===== src/rtl/esfa_bench_pkg.sv =====
// ---------------------------------------------------------------------------
// esfa_bench_pkg
// Shared definitions for the ESFATop run sequencer:
//   - state_e      : sequencer FSM state encoding
//   - DEF_*        : default batch size, widths and timeouts
//   - sat_inc()    : saturating increment for counters of any width <= 64
// No ports (package).
// ---------------------------------------------------------------------------
package esfa_bench_pkg;

    typedef enum logic [2:0] {
        ST_IDLE     = 3'd0,
        ST_ARM      = 3'd1,
        ST_WAIT_ACK = 3'd2,
        ST_RUNNING  = 3'd3,
        ST_RECORD   = 3'd4,
        ST_TIMEOUT  = 3'd5,
        ST_GAP      = 3'd6,
        ST_DONE     = 3'd7
    } state_e;

    localparam int unsigned DEF_NUM_RUNS    = 32'd16;
    localparam int unsigned DEF_CNT_W       = 32'd16;
    localparam int unsigned DEF_CYC_W       = 32'd32;
    localparam int unsigned DEF_ACK_TIMEOUT = 32'd64;
    localparam int unsigned DEF_RUN_TIMEOUT = 32'd50000;
    localparam int unsigned DEF_GAP_CYCLES  = 32'd4;

    // Widest counter the helper below can serve.
    localparam int unsigned SAT_MAX_W = 32'd64;

    // Increment v, holding at the all-ones value of a w-bit counter.
    // Callers zero-extend into SAT_MAX_W bits and truncate the result back.
    function automatic logic [SAT_MAX_W-1:0] sat_inc(
        input logic [SAT_MAX_W-1:0] v,
        input int unsigned          w
    );
        logic [SAT_MAX_W-1:0] lim;
        lim = {SAT_MAX_W{1'b1}} >> (SAT_MAX_W - w);
        if (v >= lim) begin
            sat_inc = lim;
        end else begin
            sat_inc = v + 64'd1;
        end
    endfunction

endpackage


===== src/rtl/esfa_sat_counter.sv =====
// ---------------------------------------------------------------------------
// esfa_sat_counter
// Saturating up-counter with a synchronous clear (load-zero) input.
// Ports:
//   clk   in  1 : clock
//   reset in  1 : synchronous active-high reset (q -> 0)
//   clr   in  1 : load zero on the next edge (wins over inc)
//   inc   in  1 : increment on the next edge, holding at all-ones
//   q     out W : registered count
// ---------------------------------------------------------------------------
module esfa_sat_counter
    import esfa_bench_pkg::*;
#(
    parameter int unsigned W = 32'd16
) (
    input  logic         clk,
    input  logic         reset,
    input  logic         clr,
    input  logic         inc,
    output logic [W-1:0] q
);

    logic [W-1:0] q_q;
    logic [W-1:0] q_d;

    // Next count: clear, saturating increment, or hold.
    always_comb begin
        q_d = q_q;
        if (clr) begin
            q_d = '0;
        end else if (inc) begin
            q_d = W'(sat_inc(SAT_MAX_W'(q_q), W));
        end else begin
            q_d = q_q;
        end
    end

    // Count register.
    always_ff @(posedge clk) begin
        if (reset) begin
            q_q <= '0;
        end else begin
            q_q <= q_d;
        end
    end

    assign q = q_q;

endmodule


===== src/rtl/esfa_run_sequencer.sv =====
// ---------------------------------------------------------------------------
// esfa_run_sequencer
// Hardware initiator for the ESFATop doRun/isRunning/wasSuccessful handshake.
// Executes NUM_RUNS back-to-back runs per batch, counting pass / fail /
// timeout outcomes and measuring per-run latency in clock cycles.
//
// Build option: define ESFA_RUN_STATS_EN to build the max_cycles and
// total_cycles statistics; otherwise both ports are tied to zero.
//
// Ports:
//   clk, reset          : clock, synchronous active-high reset
//   start               : one-cycle pulse, accepted only in IDLE or DONE
//   doRun               : registered run request to ESFATop
//   isRunning           : ESFATop busy flag
//   wasSuccessful       : ESFATop result, sampled after isRunning falls
//   busy / done         : batch in progress / batch finished (level)
//   pass_count, fail_count, timeout_count : saturating outcome counters
//   last_cycles         : latency of the latest run (all-ones on timeout)
//   max_cycles, total_cycles : optional latency statistics
// ---------------------------------------------------------------------------
module esfa_run_sequencer
    import esfa_bench_pkg::*;
#(
    parameter int unsigned NUM_RUNS    = DEF_NUM_RUNS,
    parameter int unsigned CNT_W       = DEF_CNT_W,
    parameter int unsigned CYC_W       = DEF_CYC_W,
    parameter int unsigned ACK_TIMEOUT = DEF_ACK_TIMEOUT,
    parameter int unsigned RUN_TIMEOUT = DEF_RUN_TIMEOUT,
    parameter int unsigned GAP_CYCLES  = DEF_GAP_CYCLES
) (
    input  logic             clk,
    input  logic             reset,
    input  logic             start,
    output logic             doRun,
    input  logic             isRunning,
    input  logic             wasSuccessful,
    output logic             busy,
    output logic             done,
    output logic [CNT_W-1:0] pass_count,
    output logic [CNT_W-1:0] fail_count,
    output logic [CNT_W-1:0] timeout_count,
    output logic [CYC_W-1:0] last_cycles,
    output logic [CYC_W-1:0] max_cycles,
    output logic [CYC_W-1:0] total_cycles
);

    // The state timer must reach the largest of the three per-state limits.
    localparam int unsigned TMR_AR  = (ACK_TIMEOUT > RUN_TIMEOUT) ? ACK_TIMEOUT : RUN_TIMEOUT;
    localparam int unsigned TMR_MAX = (TMR_AR > GAP_CYCLES) ? TMR_AR : GAP_CYCLES;
    localparam int unsigned TMR_W   = $clog2(TMR_MAX + 32'd1);
    localparam int unsigned IDX_W   = (NUM_RUNS > 32'd1) ? $clog2(NUM_RUNS) : 32'd1;

    localparam logic [TMR_W-1:0] ACK_LAST = TMR_W'(ACK_TIMEOUT - 32'd1);
    localparam logic [TMR_W-1:0] RUN_LAST = TMR_W'(RUN_TIMEOUT - 32'd1);
    localparam logic [TMR_W-1:0] GAP_LAST = TMR_W'(GAP_CYCLES - 32'd1);
    localparam logic [IDX_W-1:0] IDX_LAST = IDX_W'(NUM_RUNS - 32'd1);

    state_e             state_q;
    state_e             state_d;

    logic               do_run_q;
    logic               do_run_d;
    logic               busy_q;
    logic               busy_d;
    logic               done_q;
    logic               done_d;
    logic [IDX_W-1:0]   run_idx_q;
    logic [IDX_W-1:0]   run_idx_d;
    logic [CYC_W-1:0]   last_q;
    logic [CYC_W-1:0]   last_d;

    logic               start_acc;
    logic               pass_inc;
    logic               fail_inc;
    logic               to_inc;
    logic               lat_clr;
    logic               lat_inc;
    logic               tmr_clr;
    logic [TMR_W-1:0]   tmr_val;
    logic [CYC_W-1:0]   lat_val;

    // State register.
    always_ff @(posedge clk) begin
        if (reset) begin
            state_q <= ST_IDLE;
        end else begin
            state_q <= state_d;
        end
    end

    // Next-state logic. A falling isRunning is checked before the run
    // timer so that a drop on the expiry cycle counts as a completion.
    always_comb begin
        state_d = state_q;
        case (state_q)
            ST_IDLE: begin
                if (start) state_d = ST_ARM;
                else       state_d = ST_IDLE;
            end
            ST_ARM: begin
                state_d = ST_WAIT_ACK;
            end
            ST_WAIT_ACK: begin
                if (isRunning)                state_d = ST_RUNNING;
                else if (tmr_val == ACK_LAST) state_d = ST_TIMEOUT;
                else                          state_d = ST_WAIT_ACK;
            end
            ST_RUNNING: begin
                if (!isRunning)               state_d = ST_RECORD;
                else if (tmr_val == RUN_LAST) state_d = ST_TIMEOUT;
                else                          state_d = ST_RUNNING;
            end
            ST_RECORD: begin
                state_d = ST_GAP;
            end
            ST_TIMEOUT: begin
                state_d = ST_GAP;
            end
            ST_GAP: begin
                if (tmr_val == GAP_LAST) begin
                    if (run_idx_q == IDX_LAST) state_d = ST_DONE;
                    else                       state_d = ST_ARM;
                end else begin
                    state_d = ST_GAP;
                end
            end
            ST_DONE: begin
                if (start) state_d = ST_ARM;
                else       state_d = ST_DONE;
            end
            default: begin
                state_d = ST_IDLE;
            end
        endcase
    end

    // Output and datapath control derived from the current/next state.
    always_comb begin
        start_acc = ((state_q == ST_IDLE) || (state_q == ST_DONE)) && start;
        // doRun is requested from ARM through the run; the register makes it
        // visible one cycle later and drops it on the edge out of RECORD/TIMEOUT.
        do_run_d  = (state_q == ST_ARM) || (state_q == ST_WAIT_ACK) ||
                    (state_q == ST_RUNNING);
        busy_d    = (state_d != ST_IDLE) && (state_d != ST_DONE);
        done_d    = (state_d == ST_DONE);

        pass_inc  = (state_q == ST_RECORD) && wasSuccessful;
        fail_inc  = (state_q == ST_RECORD) && !wasSuccessful;
        to_inc    = (state_q == ST_TIMEOUT);

        // Latency is zero in ARM and counts every cycle up to, but not
        // including, the RUNNING cycle that sees isRunning low.
        lat_clr   = (state_d == ST_ARM);
        lat_inc   = (state_q == ST_ARM) || (state_q == ST_WAIT_ACK) ||
                    ((state_q == ST_RUNNING) && isRunning);

        // The state timer restarts at 0 on every state change.
        tmr_clr   = (state_d != state_q);

        if (start_acc) begin
            run_idx_d = '0;
        end else if ((state_q == ST_GAP) && (state_d == ST_ARM)) begin
            run_idx_d = run_idx_q + {{(IDX_W-1){1'b0}}, 1'b1};
        end else begin
            run_idx_d = run_idx_q;
        end

        if (start_acc) begin
            last_d = '0;
        end else if (state_q == ST_RECORD) begin
            last_d = lat_val;
        end else if (state_q == ST_TIMEOUT) begin
            last_d = '1;
        end else begin
            last_d = last_q;
        end
    end

    // Registered outputs and batch bookkeeping.
    always_ff @(posedge clk) begin
        if (reset) begin
            do_run_q  <= 1'b0;
            busy_q    <= 1'b0;
            done_q    <= 1'b0;
            run_idx_q <= '0;
            last_q    <= '0;
        end else begin
            do_run_q  <= do_run_d;
            busy_q    <= busy_d;
            done_q    <= done_d;
            run_idx_q <= run_idx_d;
            last_q    <= last_d;
        end
    end

    assign doRun       = do_run_q;
    assign busy        = busy_q;
    assign done        = done_q;
    assign last_cycles = last_q;

    esfa_sat_counter #(.W(CNT_W)) u_pass_cnt (
        .clk   (clk),
        .reset (reset),
        .clr   (start_acc),
        .inc   (pass_inc),
        .q     (pass_count)
    );

    esfa_sat_counter #(.W(CNT_W)) u_fail_cnt (
        .clk   (clk),
        .reset (reset),
        .clr   (start_acc),
        .inc   (fail_inc),
        .q     (fail_count)
    );

    esfa_sat_counter #(.W(CNT_W)) u_timeout_cnt (
        .clk   (clk),
        .reset (reset),
        .clr   (start_acc),
        .inc   (to_inc),
        .q     (timeout_count)
    );

    esfa_sat_counter #(.W(CYC_W)) u_lat_cnt (
        .clk   (clk),
        .reset (reset),
        .clr   (lat_clr),
        .inc   (lat_inc),
        .q     (lat_val)
    );

    esfa_sat_counter #(.W(TMR_W)) u_state_tmr (
        .clk   (clk),
        .reset (reset),
        .clr   (tmr_clr),
        .inc   (1'b1),
        .q     (tmr_val)
    );

`ifdef ESFA_RUN_STATS_EN
    logic [CYC_W-1:0] max_q;
    logic [CYC_W-1:0] max_d;
    logic [CYC_W-1:0] total_q;
    logic [CYC_W-1:0] total_d;
    logic [CYC_W:0]   sum_s;

    // Statistics update: only completed (non-timeout) runs contribute.
    always_comb begin
        sum_s = {1'b0, total_q} + {1'b0, lat_val};
        if (start_acc) begin
            max_d   = '0;
            total_d = '0;
        end else if (state_q == ST_RECORD) begin
            max_d   = (lat_val > max_q) ? lat_val : max_q;
            total_d = sum_s[CYC_W] ? {CYC_W{1'b1}} : sum_s[CYC_W-1:0];
        end else begin
            max_d   = max_q;
            total_d = total_q;
        end
    end

    // Statistics registers.
    always_ff @(posedge clk) begin
        if (reset) begin
            max_q   <= '0;
            total_q <= '0;
        end else begin
            max_q   <= max_d;
            total_q <= total_d;
        end
    end

    assign max_cycles   = max_q;
    assign total_cycles = total_q;
`else
    assign max_cycles   = '0;
    assign total_cycles = '0;
`endif

endmodule


===== config.mk =====
export PLATFORM = sky130hd
export DESIGN_NAME = esfa_run_sequencer
export DESIGN_NICKNAME = d
export VERILOG_FILES = /design/src/rtl/esfa_bench_pkg.sv /design/src/rtl/esfa_sat_counter.sv /design/src/rtl/esfa_run_sequencer.sv
export SDC_FILE = /design/constraint.sdc
export NUM_CORES = 1
export LEC_CHECK = 0
export ABC_AREA = 1
export BUFFER_PORTS_ARGS = -buffer_cell sky130_fd_sc_hd__clkbuf_2
export CAP_MARGIN = 10
export CELL_PAD_IN_SITES_DETAIL_PLACEMENT = 0
export CELL_PAD_IN_SITES_GLOBAL_PLACEMENT = 2
export CORE_UTILIZATION = 28
export DETAILED_ROUTE_END_ITERATION = 6
export PLACE_DENSITY = 0.76
export SYNTH_ARGS = -nofsm -noshare
export SYNTH_HDL_FRONTEND = slang
export SYNTH_SLANG_ARGS = --single-unit
export TNS_END_PERCENT = 10

===== constraint.sdc =====
create_clock -name clk -period 1.9 [get_ports clk]
set_clock_uncertainty 0.15 [all_clocks]
set_input_delay 0.095 -clock clk [delete_from_list [all_inputs] [get_ports clk]]
set_output_delay 0.095 -clock clk [all_outputs]
set_load 0.01 [all_outputs]

==> Word level (Yosys, flattened, before mapping) <==
Index checks and enable logic that the tools add are counted.
{ "word_totals": {"in_bits": 5, "out_inout_bits": 147, "wordCells": 71, "reg_bits": 138} }
{ "op_classes": {"eq_ne": 15, "reduce_logical": 18, "n_addsub": 6, "mux": 16, "n_lt_le_gt_ge": 5} }
{ "ops": {"columns": ["cell", "count"], "rows": [
  ["$mux 32", 3],
  ["$add 16x1->16 const B", 4],
  ["$ge 16x16->1 const B", 4],
  ["$mux 16", 4],
  ["$add 32x1->32 const B", 1],
  ["$ge 32x32->1 const B", 1],
  ["$mux 3", 7],
  ["$pmux 3 s7", 1],
  ["$eq 16x16->1 const B", 1],
  ["$eq 16x2->1 const B", 1],
  ["$eq 16x6->1 const B", 1],
  ["$eq 3x3->1 const B", 5],
  ["$reduce_or 2->1", 4],
  ["$eq 3x1->1 const B", 2],
  ["$eq 3x2->1 const B", 2],
  ["$logic_and 1x1->1", 6],
  ["$add 4x1->4 const B", 1],
  ["$eq 4x4->1 const B", 1],
  ["$logic_or 1x1->1", 4],
  ["$logic_not 3->1", 1],
  ["$ne 3x3->1", 1],
  ["$ne 3x3->1 const B", 1],
  ["$reduce_bool 3->1", 1],
  ["$reduce_bool 2->1", 1],
  ["other kinds (2)", 2]
]} }

==> Logic depth before layout (Yosys ltp) <==
Gate-level depths: netlist (run 1).
{ "depth": {"depth_word": 6, "depth_mapped": 14, "mapped_depth_nobuf": 14} }

==> Hierarchy <==
From an unflattened synthesis (run 1), not the netlist that was laid out.
{ "hier_totals": {"hier_cells": 1128, "area_unflattened_um2": 8013.9} }
{ "modules_own_cells": {"columns": ["module", "cells_per_inst", "n_inst", "area_each_um2", "seq_area_each_um2"], "rows": [
  ["esfa_sat_counter at u_fail_cnt ...", 122, 4, 922.1, 320.3],
  ["esfa_run_sequencer", 344, 1, 2409.8, 840.8],
  ["esfa_sat_counter at u_lat_cnt", 296, 1, 1915.6, 640.6]
]} }

==> Worst setup path after synthesis (run 1) <==
OpenSTA, ideal clock, no wires.
{ "synth_path": {"path_kind": "register to register", "from": "reg u_lat_cnt.q_q[0], in the netlist u_lat_cnt.q[0]", "to": "reg u_lat_cnt.q_q[22], in the netlist u_lat_cnt.q[22]", "period_less_slack_ps": 1955, "n_path_buf": 0, "path_slack_ps": -55, "arrival_ps": 1693, "stages_incl_launch_ff": 13, "setup_time_ps": 112, "required_ps": 1638, "cell_sequence": "dfxtp_1 > ha_1 > nand3_1 > nor2_1 > inv_1 > nor2_4 > nand3_2 > nor2_4 > nand2_1 > o21ai_1 > nand2_1 > nor2_1 > nor2_2"} }
{ "synth_via": {"elab_chain_len": 2, "elab_cells_between_ends": 3, "cone_classes": "1 x add/sub; 1 x order compare; 1 x mux"} }
{ "synth_rtl": {"columns": ["element", "line_no", "text"], "rows": [
  ["start, declared", "esfa_sat_counter.sv:23", "logic [W-1:0] q_q;"],
  ["start signal, assigned", "esfa_sat_counter.sv:43", "q_q <= q_d;"],
  ["$add 32x1->32 or $ge 32x32->1 (tied branches)", "esfa_bench_pkg.sv:43, esfa_bench_pkg.sv:40", null],
  ["$mux 32 *", "esfa_bench_pkg.sv:40", "if (v >= lim) begin"]
]} }
Every way passes the cells marked *; elsewhere a longest branch is shown, timed or not.
A chain may end at the register's enable or synchronous reset.

==> Final worst setup path (run 1) <==
{ "layout_path": {"from": "reg u_state_tmr.q_q[1], in the netlist u_state_tmr.q[1]", "to": "reg u_lat_cnt.q_q[15], in the netlist u_lat_cnt.q[15]"} }
{ "layout_via": {"elab_chain_len": 6, "elab_cells_between_ends": 11, "cone_classes": "4 x eq/ne; 6 x mux; 1 x reduce/logical"} }
{ "layout_rtl": {"columns": ["element", "line_no", "text"], "rows": [
  ["start, declared", "esfa_sat_counter.sv:23", null],
  ["start signal, assigned", "esfa_sat_counter.sv:43", null],
  ["$eq 16x6->1 or $eq 16x16->1 (tied branches)", "esfa_run_sequencer.sv:105, esfa_run_sequencer.sv:110", null],
  ["$mux 3, on equally long branches", "esfa_run_sequencer.sv:105, esfa_run_sequencer.sv:110", null],
  ["$mux 3, on equally long branches", "esfa_run_sequencer.sv:104, esfa_run_sequencer.sv:109", null],
  ["$pmux 3 s7 *", "esfa_run_sequencer.sv:95", "case (state_q)"],
  ["$eq 3x1->1 *", "esfa_run_sequencer.sv:153", "lat_clr = (state_d == ST_ARM);"],
  ["$reduce_or 2->1 (no line) *", null, null]
]} }
Marked as above.

==> results.md, run 1 <==
- FF-to-FF Start: u_state_tmr.q[1]$_SDFF_PP0_
- Finished Cell Area: 10,700 um2
- CTS clk-pin slew, worst paths: 0.06 ns
- # setup viols final: 32
- H-tree depth: 4
- PnR worst setup slack: -0.0390 ns
- Clock root cell: clkbuf_16
- Setup crit end: u_lat_cnt.q[15]$_SDFFE_PP0P_
- Clock tree sinks: 138
- Critical Path Max Stage Delay: 0.35 ns
- Hold Worst Slack: about 0.16 ns
- Drt wl/cell: between 10 and 15 um
- Vias: between 7k and 8k
- DIE WIDTH: 169 um
- Area Growth Syn to Fin: 36.0%
- Remaining Overflow, GRT: 0
- Max cap viols: 0
- Initial Util: 28.8%
- Hold WC Path Type: in2reg
- Crit Reg-Reg Endpoint: u_lat_cnt.q[15]$_SDFFE_PP0P_
- Final hold violations: 0
- Routed Antenna Nets: 0
- DR DRC count: 0
- CP delay by family, top: simple AND/OR/NAND/NOR gates
- Worst Setup Path Type: reg2reg
- DP HPWL: between 15,000 and 20,000 um
- First-pass GRT wire length: 36,500 um
- Crit path launch type: flop
- CP arrival: about 2.1 ns
- Status: complete, but fails checks
- DIE AREA: 28,700 um2
- Number of synthesized flops with an enable pin: 0
- Worst EP required: 2.06 ns
- CP max FO: 6
- Failing checks: negative setup slack
- Synthesized area per cell: roughly 7.2 um2
- Total Routing Usage GR: 16.0%
- Crit end category: flop
- # diodes: 0
- Final Cycle Share: 102%
- Ys flop type: dfxtp_1
- CTS tree: done
- Synth Instances: around 1.1k
- Peak VDD IR: 0.000674 V
- Port Buf Inserts: 87
- CP Launch Point: u_state_tmr.q[1]$_SDFF_PP0_
- Placement Rows: 60
- Leakage: 4.41 nW
- Sequential area share after synthesis: 35.3%
- Initial antenna violation count: 0
- Vias in the first global route: 7,201
- Max clock buf depth: 2
- WP depth: 11
- Layout Nets: about 1.3k
- Most frequent cells in the layout: 223 x nand2_1, 141 x buf_4, 122 x dfxtp_1
- Core area: around 27,000 um2
- Place WS: -0.102 ns
- Clock Latency Late Sink: 0.42 ns
- Most common cell after layout, fill and taps aside: nand2_1
- Buf+Inv Stages, Crit Path: 2
- RSZ-0062 raised after global routing: yes
- CP max-delay cell: dfxtp_2
- Ys async rst share: 0%
- Via density: between 4 and 5
- Fmax: between 500 and 600 MHz
- Total power: roughly 9 mW
- Synthesis-stage register bit count: approximately 140
- Global placer's final weighted congestion: 0.802
- Synth unique cells: a little under 50
- Layout cells sized above 1: 33.5%
- Mapped Area: about 7800 um2
- Cell Area, Placed: 9450 um2
- I/O pins: 152
- Reg-to-reg slack, setup: -0.04 ns
- Power Dens Cells: 831 nW/um2
- Overall die height: between 150 and 200 um
- Final WL: 22,500 um
- Worst R2R Path Depth: 11
- Crit path time final: 1.94 ns
- Layout Cells excl Fill: 1,712
- Synthesis Warnings: 0
- TritonRoute pass-1 iters: 4
- Number of CTS-inserted buffers: 17
- Largest net degree at the start of global routing: 34
- Initial DRC count: between 200 and 300
- Crit-path cells: ha_4, nand2_2, nor2_4, nand3_2, a21oi_4, inv_2, nor2_8, nand2_4, nand2_8, clkbuf_16, a21oi_2
- Max-slew violation count: 0
- Placed cell count: 1,656
-- kinds of logic after synthesis --
logic type | after synthesis | share of synthesized area (%)
and+or+nand+nor | 535 | 32.6
buffers and inverters | 201 | 14.0
AOI/OAI and AO/OA | 170 | 12.4
DFF | 138 | 35.3
xor gates and xnor gates | 41 | 4.58
adders and majority gates | 6 | 0.958
other | 1 | 0.0479
muxes | 1 | 0.128
-- cell type report --
cell class	instances	area, um2
clock buffers	19	453
repair buffers	253	1910
multi-input cells	817	4510
flip-flops and latches	138	2790
well taps	372	465
inverters	100	383
fillers	2869	16500
clock inverters	13	141
-- timing repair --
action / 4_1_cts / 5_1_grt
hold buffers: 3 / 0
hold endpoints to repair: 7 / 0
resized for setup: 40 / 64
buffers inserted: 12 / 6
endpoints found under the setup margin: 67 / 97
cloned: 3 / 1
pin swaps: 17 / 29
-- metal layers --
| layer | track usage, % | vias up | wire length (um) |
|---|---|---|---|
| li1 | - | 3900 | - |
| met1 | 21.4 | 3470 | 11200 |
| met2 | 26.6 | 131 | 10400 |
| met3 | 2.82 | 12 | 649 |
| met4 | 3.88 | 0 | 194 |
| met5 | 0 | - | 0 |
-- synthesized netlist by cell type, types with 7 or more instances --
| master | n | area share [%] |
|---|---|---|
| nand2_1 | 234 | 11 |
| dfxtp_1 | 138 | 35 |
| nor2_1 | 119 | 5.7 |
| inv_1 | 95 | 4.6 |
| a21oi_1 | 74 | 4.7 |
| buf_4 | 66 | 6.3 |
| o21ai_0 | 54 | 3.4 |
| nand3_1 | 47 | 3.0 |
| nor3_1 | 33 | 2.1 |
| xor2_1 | 28 | 3.1 |
| nand4_1 | 24 | 1.9 |
| a21oi_2 | 19 | 2.1 |
| nor2_2 | 18 | 1.4 |
| clkbuf_1 | 14 | 0.67 |
| xnor2_1 | 13 | 1.5 |
| buf_2 | 12 | 0.77 |
| nor3_2 | 11 | 1.4 |
| a31oi_1 | 9 | 0.72 |
| or2_2 | 9 | 0.72 |
| nor2_4 | 7 | 1.0 |
-- power breakdown --
group          internal [mW]  leakage [nW]  total [mW]  switching (mW)
Combinational          0.930          3.00        2.37            1.44
Clock                   2.01         0.286        3.41            1.39
Sequential              3.00          1.12        3.08          0.0817
Total                   5.94          4.41        8.85            2.91
-- how the worst min path moves through the flow --
stage | from | end | slack [ns] | depth (start not counted)
2_1_floorplan | start | busy$_SDFF_PP0_ | 0.09 | 2
3_3_place_gp | reset | state_q[2]$_SDFF_PP0_ | 0.25 | 2
3_5_place_dp | reset | state_q[2]$_SDFF_PP0_ | 0.25 | 2
4_1_cts | isRunning | u_lat_cnt.q[6]$_SDFFE_PP0P_ | 0.17 | 5
5_1_grt | isRunning | u_lat_cnt.q[6]$_SDFFE_PP0P_ | 0.21 | 5
6_report | isRunning | u_lat_cnt.q[6]$_SDFFE_PP0P_ | 0.16 | 5
-- registers in the layout, summed over array words and instances (netlist names) --
name	count
u_pass_cnt.q	16
done	1
last_cycles	32
u_fail_cnt.q	16
state_q	3
doRun	1
u_state_tmr.q	16
u_lat_cnt.q	32
u_timeout_cnt.q	16
busy	1
run_idx_q	4
-- stage by stage --
stage	utilization, %	TNS [ns]
2_1_floorplan	-	0
3_3_place_gp	34.8	-1.26
3_5_place_dp	34.8	-3.33
4_1_cts	38.1	-0.418
5_1_grt	39.2	-5.93
6_report	39.2	-0.531
-- worst reg2reg max path, stage by stage, from the launching register on --
cell and delay [ns]:
dfxtp_2 0.35, ha_4 0.17, nand2_2 0.07, nor2_4 0.14, nand3_2 0.09, a21oi_4 0.22, inv_2 0.09, nor2_8 0.14
nand2_4 0.08, nand2_8 0.12, clkbuf_16 0.18, a21oi_2 0.04
Note: power is estimated with default switching activity, not from simulation.
==> run 2, diff against run 1 <==
Settings changed: BUFFER_PORTS_ARGS -buffer_cell sky130_fd_sc_hd__clkbuf_2 to -buffer_cell sky130_fd_sc_hd__buf_2, SKIP_LAST_GASP from default to 1.
==> results.md, run 2 (synthesis results as in run 1) <==
- Status: complete, but fails checks (unchanged)
- Failing checks: negative setup slack (unchanged)
- Placement Rows: 60 (unchanged)
- Most frequent cells in the layout: 224 x nand2_1, 141 x buf_4, 122 x dfxtp_1 (was 223 x nand2_1, 141 x buf_4, 122 x dfxtp_1)
- Worst Min Path Start: isRunning (unchanged)
- Initial DRC count: 355 (was 297)
- Max cap viols: 0 (unchanged)
- Largest net degree at the start of global routing: 34 (unchanged)
- Area Growth Syn to Fin: 35.6% (was 36.0%)
- Crit-path cells: ha_4, nand3_4, nor2_4, inv_2, nor2_4, nand3_4, nor2_4, nand2_2, nor2_4, clkbuf_16, nor2_1, nor2_2 (was ha_4, nand2_2, nor2_4, nand3_2, a21oi_4, inv_2, nor2_8, nand2_4, nand2_8, clkbuf_16, a21oi_2)
- Setup TNS Final: -0.770 ns (was -0.531 ns)
- Global placer's final weighted congestion: 0.819 (was 0.802)
- # setup viols final: 27 (was 32)
- Sw power: 2.83 mW (was 2.91 mW)
- Total Routing Usage GR: 15.9% (was 16.0%)
- Drt wl/cell: 13.2 um (was 13.1 um)
- Logic pwr share: 26.4% (was 26.7%)
- GRT Max-Usage Layer: met2 (unchanged)
- Power share of the sequential group: 32.6% (was 34.8%)
- Power Dens Cells: 886 nW/um2 (was 831 nW/um2)
- CP max-delay cell: dfxtp_2 (unchanged)
- Clock root cell: clkbuf_16 (unchanged)
- Overall die height: 169 um (unchanged)
- Number of CTS-inserted buffers: 17 (unchanged)
- # diodes: 0 (unchanged)
- TritonRoute pass-1 iters: 5 (was 4)
- Remaining Overflow, GRT: 0 (unchanged)
- Vias: 7,493 (was 7,513)
- Clock tree sinks: 138 (unchanged)
- Finished Cell Area: 10,600 um2 (was 10,700 um2)
- Cell mode on critical path: nor2_4
- Met3 Usage GRT: 2.61% (was 2.82%)
- Sw frac: 30.0% (was 32.9%)
- Core area: 27,200 um2 (unchanged)
- DP HPWL: 16,900 um (was 16,700 um)
- Crit path time final: 1.96 ns (was 1.94 ns)
- I/O pins: 152 (unchanged)
- DIE AREA: 28,700 um2 (unchanged)
- Clk network pwr share: 41.0% (was 38.5%)
- CP Launch Point: u_lat_cnt.q[1]$_SDFFE_PP0P_ (was u_state_tmr.q[1]$_SDFF_PP0_)
- Worst EP required: 2.12 ns (was 2.06 ns)
- H-tree depth: 4 (unchanged)
- Cell Area, Placed: 9410 um2 (was 9450 um2)
- CTS tree: done (unchanged)
- Initial antenna violation count: 0 (unchanged)
- Most common cell after layout, fill and taps aside: nand2_1 (unchanged)
- RSZ-0062 raised after global routing: yes (unchanged)
- Layout cells sized above 1: 32.2% (was 33.5%)
- First-pass GRT wire length: 36,500 um (about the same)
- M1 GR Usage: 21.8% (was 21.4%)
- Layout Nets: 1,335 (was 1,338)
- Via density: 4.39 (about the same)
- Hold WC Path Type: in2reg (unchanged)
- DR DRC count: 0 (unchanged)
- Final Cycle Share: 103% (was 102%)
- Crit path launch type: flop (unchanged)
- Buf+Inv Stages, Crit Path: 2 (unchanged)
- Leakage: 4.50 nW (was 4.41 nW)
- PnR worst setup slack: -0.0595 ns (was -0.0390 ns)
- Fmax: 510 MHz (was 516 MHz)
- Worst Setup Path Type: reg2reg (unchanged)
- Vias in the first global route: 7,122 (was 7,201)
- CP delay by family, top: simple AND/OR/NAND/NOR gates (unchanged)
- Met2 GRT Util: 25.7% (was 26.6%)
- Max clock buf depth: 2 (unchanged)
- Peak VDD IR: 0.000649 V (was 0.000674 V)
- CP arrival: 2.18 ns (was 2.10 ns)
- CP max FO: 5 (was 6)
- FF-to-FF Start: u_lat_cnt.q[1]$_SDFFE_PP0P_ (was u_state_tmr.q[1]$_SDFF_PP0_)
- Max-slew violation count: 0 (unchanged)
- CTS clk-pin slew, worst paths: 0.06 ns (about the same)
- Final hold violations: 0 (unchanged)
- Clock Latency Late Sink: 0.42 ns (about the same)
- DIE WIDTH: 169 um (unchanged)
- Port Buf Inserts: 87 (unchanged)
- Initial Util: 28.8% (unchanged)
- Final WL: 22,600 um (was 22,500 um)
- Crit end category: flop (unchanged)
- Critical Path Max Stage Delay: 0.36 ns (was 0.35 ns)
- Place WS: -0.0800 ns (was -0.102 ns)
- P_int: 6.59 mW (was 5.94 mW)
- Routed Antenna Nets: 0 (unchanged)
## run 2: changes by cell type in the layout (fill, tap and decap cells not counted), sizes merged
cell and delta:
clkbuf -85, buf +84, bufinv +4, clkinv -3, clkinvlp -2, inv -2
## run 2: path summary, 6_finish.rpt
check	end	slack [ns]	depth (start not counted)
min	u_lat_cnt.q[1]$_SDFFE_PP0P_	0.10	5
min reg2reg	last_cycles[31]$_SDFFE_PP0P_	0.30	2
max reg2reg	u_lat_cnt.q[12]$_SDFFE_PP0P_	-0.06	12
max	u_lat_cnt.q[12]$_SDFFE_PP0P_	-0.06	12
## run 2: worst register-to-register path, cell delays in order (launching register included)
cell,delay [ns]
dfxtp_2,0.36
ha_4,0.16
nand3_4,0.10
nor2_4,0.12
inv_2,0.07
nor2_4,0.15
nand3_4,0.11
nor2_4,0.12
nand2_2,0.09
nor2_4,0.19
clkbuf_16,0.17
nor2_1,0.04
nor2_2,0.09
## run 2: power by group through the flow
stage,sequential (mW),combinational (mW),clock (mW)
global placement,3.11,2.09,0
floorplan,3.13,1.44,0
global route,3.08,2.69,4.06
detailed placement,3.11,2.09,0
CTS,3.06,2.40,3.95
finish,3.07,2.48,3.86
## run 2: routing by layer
metal  vias up  part of all wire, %
li1       3899                    -
met1      3431                   50
met2       150                   45
met3        13                  3.5
met4         0                  1.1
met5         -                    0
## run 2: final cells by class
class,instances,area (um2)
clock buffers,21,460
inverters,100,378
fillers,2927,16600
well taps,372,465
multi-input cells,817,4440
flip-flops and latches,138,2790
clock inverters,10,214
repair buffers,250,1870
## run 2: timing repair
action                     CTS  global route
hold endpoints to repair     7             0
buffers inserted             8             9
cloned                       2             2
pin swaps                   10            29
setup endpoints to repair   64           105
hold buffers                 3             0
resized for setup           28            54
## run 2: metrics by stage
step | util, % | cells | hold slack [ns] | power [mW]
after global routing | 39.1 | 1708 | 0.122 | 9.83
after CTS | 38.0 | 1697 | 0.118 | 9.41
final | 39.1 | 1708 | 0.103 | 9.41
after floorplan | - | 1156 | 0.0908 | 4.57
after global placement | 34.6 | 1653 | 0.232 | 5.20
after detailed placement | 34.6 | 1653 | 0.234 | 5.20
